===== src/rtl/nibble_add_pkg.sv =====
// rtl/nibble_add_pkg.sv - shared types and helpers for the nibble-serial adder
package nibble_add_pkg;

  typedef enum logic [1:0] {
    IDLE = 2'd0,
    RUN  = 2'd1,
    DONE = 2'd2
  } state_e;

  localparam int NIB_W = 4;

  // Index width for a nibble counter; never narrower than one bit.
  function automatic int idx_width(input int nibbles);
    return (nibbles > 1) ? $clog2(nibbles) : 1;
  endfunction

endpackage


===== src/rtl/nibble_add4.sv =====
// rtl/nibble_add4.sv - combinational 4-bit ripple-carry slice with carry-into-MSB tap
module nibble_add4
  import nibble_add_pkg::*;
(
  input  logic [NIB_W-1:0] a4_i,
  input  logic [NIB_W-1:0] b4_i,
  input  logic             ci_i,
  output logic [NIB_W-1:0] s4_o,
  output logic             co_o,
  output logic             c3_o
);

  logic c;

  always_comb begin
    c    = ci_i;
    s4_o = '0;
    c3_o = 1'b0;
    for (int i = 0; i < NIB_W; i++) begin
      if (i == NIB_W - 1) c3_o = c;
      s4_o[i] = a4_i[i] ^ b4_i[i] ^ c;
      c       = (a4_i[i] & b4_i[i]) | (c & (a4_i[i] ^ b4_i[i]));
    end
    co_o = c;
  end

endmodule


===== src/rtl/nibble_serial_adder_ctrl.sv =====
// rtl/nibble_serial_adder_ctrl.sv - WIDTH-bit adder sequenced one nibble per clock, LSB first
// Optional signed-overflow flag port/logic enabled by defining ADD_OVF_FLAG_EN.
module nibble_serial_adder_ctrl
  import nibble_add_pkg::*;
#(
  parameter int WIDTH = 16
) (
  input  logic             clk,
  input  logic             rst_n,
  input  logic             in_valid,
  output logic             in_ready,
  input  logic [WIDTH-1:0] a,
  input  logic [WIDTH-1:0] b,
  input  logic             cin,
  output logic             out_valid,
  input  logic             out_ready,
  output logic [WIDTH-1:0] sum,
  output logic             cout
`ifdef ADD_OVF_FLAG_EN
  ,
  output logic             ovf
`endif
);

  localparam int NIBBLES = WIDTH / NIB_W;
  localparam int IDX_W   = idx_width(NIBBLES);
  localparam logic [IDX_W-1:0] LAST_IDX = IDX_W'(NIBBLES - 1);

  state_e           state_q, state_d;
  logic [WIDTH-1:0] a_q, a_d;
  logic [WIDTH-1:0] b_q, b_d;
  logic [WIDTH-1:0] sum_q, sum_d;
  logic [IDX_W-1:0] idx_q, idx_d;
  logic             carry_q, carry_d;
  logic             cout_q, cout_d;

  logic [NIB_W-1:0] slice_s;
  logic             slice_co;
`ifdef ADD_OVF_FLAG_EN
  logic             ovf_q, ovf_d;
  logic             slice_c3;
`else
  logic             unused_slice_c3;
`endif

  nibble_add4 u_slice (
    .a4_i (a_q[NIB_W*idx_q +: NIB_W]),
    .b4_i (b_q[NIB_W*idx_q +: NIB_W]),
    .ci_i (carry_q),
    .s4_o (slice_s),
    .co_o (slice_co),
`ifdef ADD_OVF_FLAG_EN
    .c3_o (slice_c3)
`else
    .c3_o (unused_slice_c3)
`endif
  );

  always_comb begin
    state_d = state_q;
    a_d     = a_q;
    b_d     = b_q;
    sum_d   = sum_q;
    idx_d   = idx_q;
    carry_d = carry_q;
    cout_d  = cout_q;
`ifdef ADD_OVF_FLAG_EN
    ovf_d   = ovf_q;
`endif
    case (state_q)
      IDLE: begin
        if (in_valid) begin
          a_d     = a;
          b_d     = b;
          carry_d = cin;
          idx_d   = '0;
          sum_d   = '0;
          cout_d  = 1'b0;
`ifdef ADD_OVF_FLAG_EN
          ovf_d   = 1'b0;
`endif
          state_d = RUN;
        end
      end
      RUN: begin
        sum_d[NIB_W*idx_q +: NIB_W] = slice_s;
        carry_d = slice_co;
        idx_d   = idx_q + IDX_W'(1);
        if (idx_q == LAST_IDX) begin
          idx_d   = '0;
          cout_d  = slice_co;
`ifdef ADD_OVF_FLAG_EN
          ovf_d   = slice_c3 ^ slice_co;
`endif
          state_d = DONE;
        end
      end
      DONE: begin
        if (out_ready) state_d = IDLE;
      end
      default: state_d = IDLE;
    endcase
  end

  always_ff @(posedge clk or negedge rst_n) begin
    if (!rst_n) begin
      state_q <= IDLE;
      a_q     <= '0;
      b_q     <= '0;
      sum_q   <= '0;
      idx_q   <= '0;
      carry_q <= 1'b0;
      cout_q  <= 1'b0;
`ifdef ADD_OVF_FLAG_EN
      ovf_q   <= 1'b0;
`endif
    end else begin
      state_q <= state_d;
      a_q     <= a_d;
      b_q     <= b_d;
      sum_q   <= sum_d;
      idx_q   <= idx_d;
      carry_q <= carry_d;
      cout_q  <= cout_d;
`ifdef ADD_OVF_FLAG_EN
      ovf_q   <= ovf_d;
`endif
    end
  end

  // rst_n gates in_ready so upstream never sees a handshake while reset is held.
  assign in_ready  = rst_n && (state_q == IDLE);
  assign out_valid = (state_q == DONE);
  assign sum       = sum_q;
  assign cout      = cout_q;
`ifdef ADD_OVF_FLAG_EN
  assign ovf       = ovf_q;
`endif

endmodule


===== config.mk =====
export PLATFORM = sky130hd
export DESIGN_NAME = nibble_serial_adder_ctrl
export DESIGN_NICKNAME = d
export VERILOG_FILES = /design/src/rtl/nibble_add_pkg.sv /design/src/rtl/nibble_add4.sv /design/src/rtl/nibble_serial_adder_ctrl.sv
export SDC_FILE = /design/constraint.sdc
export NUM_CORES = 1
export LEC_CHECK = 0
export CORE_ASPECT_RATIO = 1.1
export CORE_MARGIN = 2
export CORE_UTILIZATION = 30
export CTS_CLUSTER_SIZE = 25
export DETAILED_ROUTE_END_ITERATION = 8
export PLACE_DENSITY_LB_ADDON = 0.3
export SLEW_MARGIN = 20
export SYNTH_ARGS = -nofsm -noshare
export SYNTH_HDL_FRONTEND = slang
export SYNTH_SLANG_ARGS = --single-unit

===== constraint.sdc =====
create_clock -name clk -period 3.1 [get_ports clk]
set_input_delay 0.31 -clock clk [delete_from_list [all_inputs] [get_ports clk]]
set_output_delay 0.31 -clock clk [all_outputs]
set_load 0.05 [all_outputs]

==> results of run 1 <==
[cells in the mapped netlist (2+ instances only)]
cell,number
dfrtp_1,54
mux2_2,32
inv_1,13
a22o_1,11
nand2_1,9
mux4_2,8
o2bb2ai_1,8
ha_1,5
a21o_1,4
buf_6,4
fa_1,4
nor2b_1,3
a21oi_1,2
and3_1,2
buf_2,2
nand3_1,2
o21ai_0,2
[power groups by stage]
stage               sequential, mW  combinational (mW)  clock [mW]
CTS                           1.26                1.99       0.461
detailed placement            1.27                1.99           0
global placement              1.28                1.95           0
finish                        1.25                1.95       0.437
global route                  1.30                2.15       0.490
floorplan                     1.37                1.28           0
[through the flow]
| stage | utilization | total power [mW] | cells | hold WS [ns] |
|---|---|---|---|---|
| 2_1_floorplan | - | 2.65 | 179 | 0.0144 |
| 3_3_place_gp | 0.386 | 3.23 | 342 | 0.469 |
| 3_5_place_dp | 0.386 | 3.27 | 342 | 0.480 |
| 4_1_cts | 0.399 | 3.71 | 350 | 0.235 |
| 5_1_grt | 0.399 | 3.94 | 350 | 0.256 |
| 6_report | 0.399 | 3.64 | 350 | 0.201 |
[routing by layer]
metal  global-route usage  vias up  wire length, µm
li1                     -      765                -
met5                    0        -                0
met2                0.227       36             2920
met4               0.0344        0               63
met1                0.157      853             2310
met3               0.0359        5              306
[worst reg2reg max path: stages (launching register included)]
cell and delay, ns:
dfrtp_1 0.45, buf_4 0.24, mux4_2 0.54, fa_1 0.43, inv_1 0.07, fa_1 0.15, inv_1 0.05, fa_1 0.40
a22o_1 0.22, a22o_1 0.17
[worst paths after layout]
path	start	endpoint	slack, ns	cells after the start
max in group asynchronous	rst_n	a_q[6]	2.44	2
worst max-delay path	idx_q[0]	cout	0.28	9
worst min-delay path	rst_n	sum[9]	0.20	2
worst min register to register	sum[0]	sum[0]	0.50	1
worst max register to register	idx_q[0]	cout	0.28	9
min in group clk	sum[0]	sum[0]	0.50	1
[layout make-up]
type | instances | area (µm²)
clock buffers | 7 | 96.3
clock inverters | 1 | 8.76
fillers | 827 | 5000
inverters | 13 | 48.8
multi-input cells | 104 | 1090
flip-flops and latches | 54 | 1350
well taps | 111 | 139
repair buffers | 60 | 583
[cells by family (layout without fill, tap and decap cells)]
family,after synthesis,in the layout,share of synthesized area
simple gates,26,26,0.0685
mux,40,40,0.211
flops,54,54,0.529
buf+inv,21,81,0.0450
fa+ha+maj,9,9,0.0558
compound gates,29,29,0.0906
[state kept, by name, indices dropped and copies added (netlist names)]
name     flops
sum         16
state_q      2
idx_q        2
cout         1
b_q         16
carry_q      1
a_q         16
[cells in the final DEF (no fill, tap or decap), types with 3 or more instances in the layout]
master	n
nand2_1	9
clkdlybuf4s50_1	54
dfrtp_1	54
o2bb2ai_1	8
ha_1	5
buf_4	5
a21o_1	4
mux2_2	32
nor2b_1	3
fa_1	4
a22o_1	11
clkbuf_8	7
inv_1	13
mux4_2	8
==> flow_metrics.tcl, run 1 <==
set metrics [dict create \
    clkLatencyLatePin_ns 0.31 \
    power.share.clock 0.120 \
    drc 0 \
    fmax_mhz 355 \
    antenna_found_initial 0 \
    final_layout_size_suffix_gt1_frac 0.243 \
    maxSlewHeadroom 0.548 \
    end_kind "flip-flop" \
    worst_pin_slew_ns 0.679 \
    rsz0062_at_grt "false" \
    synthDistinctLibCells 31 \
    ys.flop_type "dfrtp_1" \
    cts_resized 0 \
    grt_max_degree 55 \
    core_area_um2 8320 \
    vias_per_cell 4.74 \
    timing.final.crit_share 0.909 \
    slew_violations 0 \
    diodes 0 \
    timing.final.ws_setup_ns 0.282 \
    ys_seq_area_frac 0.529 \
    synth_top_area_cell "dfrtp_1" \
    firstDrtPassIters 3 \
    finClkSkew_ns 0.0136 \
    overflow 0 \
    syn-num-nets 225 \
    start_kind "flip-flop" \
    synth_top_area_share 0.529 \
    rows 35 \
    initial_core_util 0.307 \
    switching_share 0.414 \
    crit_buf_inv 3 \
    status "finished clean" \
    yosys_warnings 0 \
    p_leak_nw 1.40 \
    vias 1659 \
    area_growth_pct 29.8 \
    comb_power_share 0.536 \
    slowest_stage "mux4_2" \
    routedWlPerCell_um 16.0 \
    place_area_um2 3210 \
    post-route-min-period_ns 2.82 \
    synthCells 179 \
    nets 284 \
    grt.total_usage 0.129 \
    crit_path_max_fanout 9 \
    critical_path_required_ns 3.30 \
    port_buffers 55 \
    cts-hold-fix-buffers 0 \
    hpwlAfterDp_mm 4.26 \
    cts_buffers 5 \
    crit_chain "buf_4, mux4_2, fa_1, inv_1, fa_1, inv_1, fa_1, a22o_1, a22o_1" \
    fp.dieH_um 101 \
    syn_avg_cell_area_um2 14.3 \
    synth_edf_count 0 \
    drtIter0Drc 107 \
    internal-power_mw 2.13 \
    max_stage_delay_ns 0.54 \
    timing.max_cap.violations 0 \
    path_delay_family "adder cells" \
    crit_top_cell "fa_1" \
    ys_seq_elements 54 \
    postRouteAntennaNets 0 \
    p_switching_mw 1.51 \
    htree_levels 2 \
    grt_pass1_wl_mm 9.22 \
    dieArea_um2 9280 \
    clk_path_buf_depth 2 \
    p_per_area_nw_per_um2 1100 \
    num_io_pins 56 \
    pwr-share-seq 0.344 \
    grt_pass1_vias 1788 \
    finalWeightedCongestion 0.803 \
    clkSinkCount 54 \
    design_area_um2 3320 \
    hp-class "in2async" \
    timing.final.hold_violations 0 \
    wl_mm 5.60 \
    cp.arrival_ns 3.01 \
    path_clk_slew_ns 0.11 \
    netlist_area_um2 2560 \
    cts_root_buf "clkbuf_8" \
    cts_tree "yes" \
    finalSetupViolCount 0 \
    post_cts_buffers 0 \
    ys_top_cells_by_area "dfrtp_1, mux2_2, mux4_2" \
    place_ws_ns 0.274 \
    ir_drop_v 0.000435 \
    ys_async_sr_fraction 1.00 \
    critical_path_class "reg2reg" \
    tns_ns 0 \
    fp.dieW_um 92.0 \
]
Note: power is estimated with default switching activity, not from simulation.
==> run 2, diff against run 1 <==
CORE_ASPECT_RATIO = 1.4   (was 1.1)
SKIP_CTS_REPAIR_TIMING = 1   (was default)
==> run 2 against run 1 <==
Effect of this change:
- setup slack better by 0.042 ns
- clock skew down 0.0062 ns
- non-clock buffer count unchanged
- combinational power about the same
- count of clock-buffer cells in the layout down 1
- critical endpoint unchanged
- worst hold slack worse by 0.058 ns
- largest cell class unchanged
- first-iteration DRC count down 47%
- die area up 0.11%
- sequential cell count unchanged
- routed wire length down 4.2%
- critical path depth up 2
==> flow_metrics.tcl, run 2 (synthesis gave the netlist of run 1 again) <==
set metrics [dict create \
    status "finished clean" \
    max_stage_delay_ns 0.51 \
    drtIter0Drc 57 \
    clk_path_buf_depth 2 \
    routedWlPerCell_um 15.7 \
    maxSlewHeadroom 0.550 \
    layout_common_cells "dfrtp_1, clkdlybuf4s50_1, mux2_2" \
    overflow 0 \
    worst_pin_slew_ns 0.675 \
    cp.arrival_ns 2.96 \
    place_area_um2 3200 \
    fmax_mhz 360 \
    finalPower_mw 3.76 \
    crit_chain "mux4_2, inv_1, fa_1, inv_1, fa_1, inv_1, fa_1, inv_1, fa_1, a22o_1, a22o_1" \
    finClkSkew_ns 0.00741 \
    vias_per_cell 4.77 \
    postRouteAntennaNets 0 \
    post-route-min-period_ns 2.78 \
    vias 1627 \
    crit_path_max_fanout 4 \
    power.share.clock 0.155 \
    diodes 0 \
    fp.dieH_um 113 \
    grt_util_met3 0.0263 \
    timing.final.hold_violations 0 \
    cts_tree "yes" \
    p_switching_mw 1.51 \
    met2_usage 0.206 \
    start_kind "flip-flop" \
    antenna_found_initial 0 \
    finalWeightedCongestion 0.839 \
    area_growth_pct 31.3 \
    crit_buf_inv 4 \
    ir_drop_v 0.000457 \
    finalSetupViolCount 0 \
    port_buffers 55 \
    regToRegSetupSlack_ns 0.32 \
    hpwlAfterDp_mm 4.08 \
    p_per_area_nw_per_um2 1120 \
    num_io_pins 56 \
    grt_pass1_vias 1720 \
    initial_core_util 0.312 \
    grt_max_degree 55 \
    nets 284 \
    pwr-share-seq 0.331 \
    rsz0062_at_grt "false" \
    drc 0 \
    clkLatencyLatePin_ns 0.29 \
    comb_power_share 0.514 \
    r2r_start "idx_q[0]" \
    cts_root_buf "clkbuf_16" \
    hp-class "in2async" \
    path_clk_slew_ns 0.07 \
    design_area_um2 3360 \
    slew_violations 0 \
    use_met1 0.168 \
    fp.dieW_um 82.0 \
    timing.final.ws_setup_ns 0.324 \
    place_ws_ns 0.336 \
    end_kind "flip-flop" \
    grt.total_usage 0.130 \
    wl_mm 5.36 \
    nFillCells 779 \
    final_layout_size_suffix_gt1_frac 0.243 \
    critical_path_class "reg2reg" \
    clkSinkCount 54 \
    r2r_end "cout" \
    firstDrtPassIters 4 \
    grt_pass1_wl_mm 8.99 \
    internal-power_mw 2.25 \
    reg2regPathDepth 11 \
    timing.final.crit_share 0.896 \
    tns_ns 0 \
    core_area_um2 8200 \
    path_delay_family "adder cells" \
    timing.max_cap.violations 0 \
    slowest_stage "mux4_2" \
    rows 39 \
    p_leak_nw 1.42 \
    cts_buffers 5 \
    htree_levels 2 \
    dieArea_um2 9290 \
    switching_share 0.402 \
    critical_path_required_ns 3.28 \
    gr-max-usage-layer "met2" \
]
-- run 2: metal layers --
layer | wire, µm | vias up
met1 | 2320 | 801
li1 | - | 777
met2 | 2720 | 40
met3 | 179 | 9
met4 | 139 | 0
met5 | 0 | -
-- run 2: through the flow --
| stage | hold slack [ns] | utilization | std cells |
|---|---|---|---|
| finish | 0.143 | 0.409 | 341 |
| global route | 0.230 | 0.409 | 341 |
| CTS | 0.188 | 0.409 | 341 |
| detailed placement | 0.476 | 0.390 | 333 |
| global placement | 0.472 | 0.390 | 333 |
| floorplan | 0.0144 | - | 179 |
-- run 2: cell type report --
type	count	area, µm²	area share
multi-input combinational	104	1090	0.325
sequential	54	1350	0.403
inverter	13	48.8	0.0145
tap	102	128	0.0380
timing repair buffer	60	583	0.174
clock buffer	6	139	0.0414
clock inverter	2	16.3	0.00485
-- run 2: worst max path at each step --
stage | start | end | slack (ns) | cells after the start
floorplan | idx_q[1] | sum[11] | 0.31 | 11
global placement | idx_q[0] | cout | 0.39 | 11
detailed placement | idx_q[0] | cout | 0.34 | 11
CTS | idx_q[0] | cout | 0.31 | 11
global route | idx_q[0] | cout | 0.14 | 11
finish | idx_q[0] | cout | 0.32 | 11
-- run 2: worst reg2reg max path: cells and delay by family (launching register included) --
kind / cells / cell delay (ns)
AO/OA/AOI/OAI: 2 / 0.37
adder cells (fa/ha/maj): 4 / 1.08
buffers and inverters: 4 / 0.26
flip-flops: 1 / 0.43
multiplexers: 1 / 0.51
-- run 2: power groups by stage --
stage	logic (mW)	registers (mW)	clock network (mW)
3_3_place_gp	1.93	1.26	0
5_1_grt	2.12	1.29	0.627
3_5_place_dp	1.96	1.26	0
2_1_floorplan	1.28	1.37	0
6_report	1.94	1.25	0.582
4_1_cts	1.97	1.25	0.595
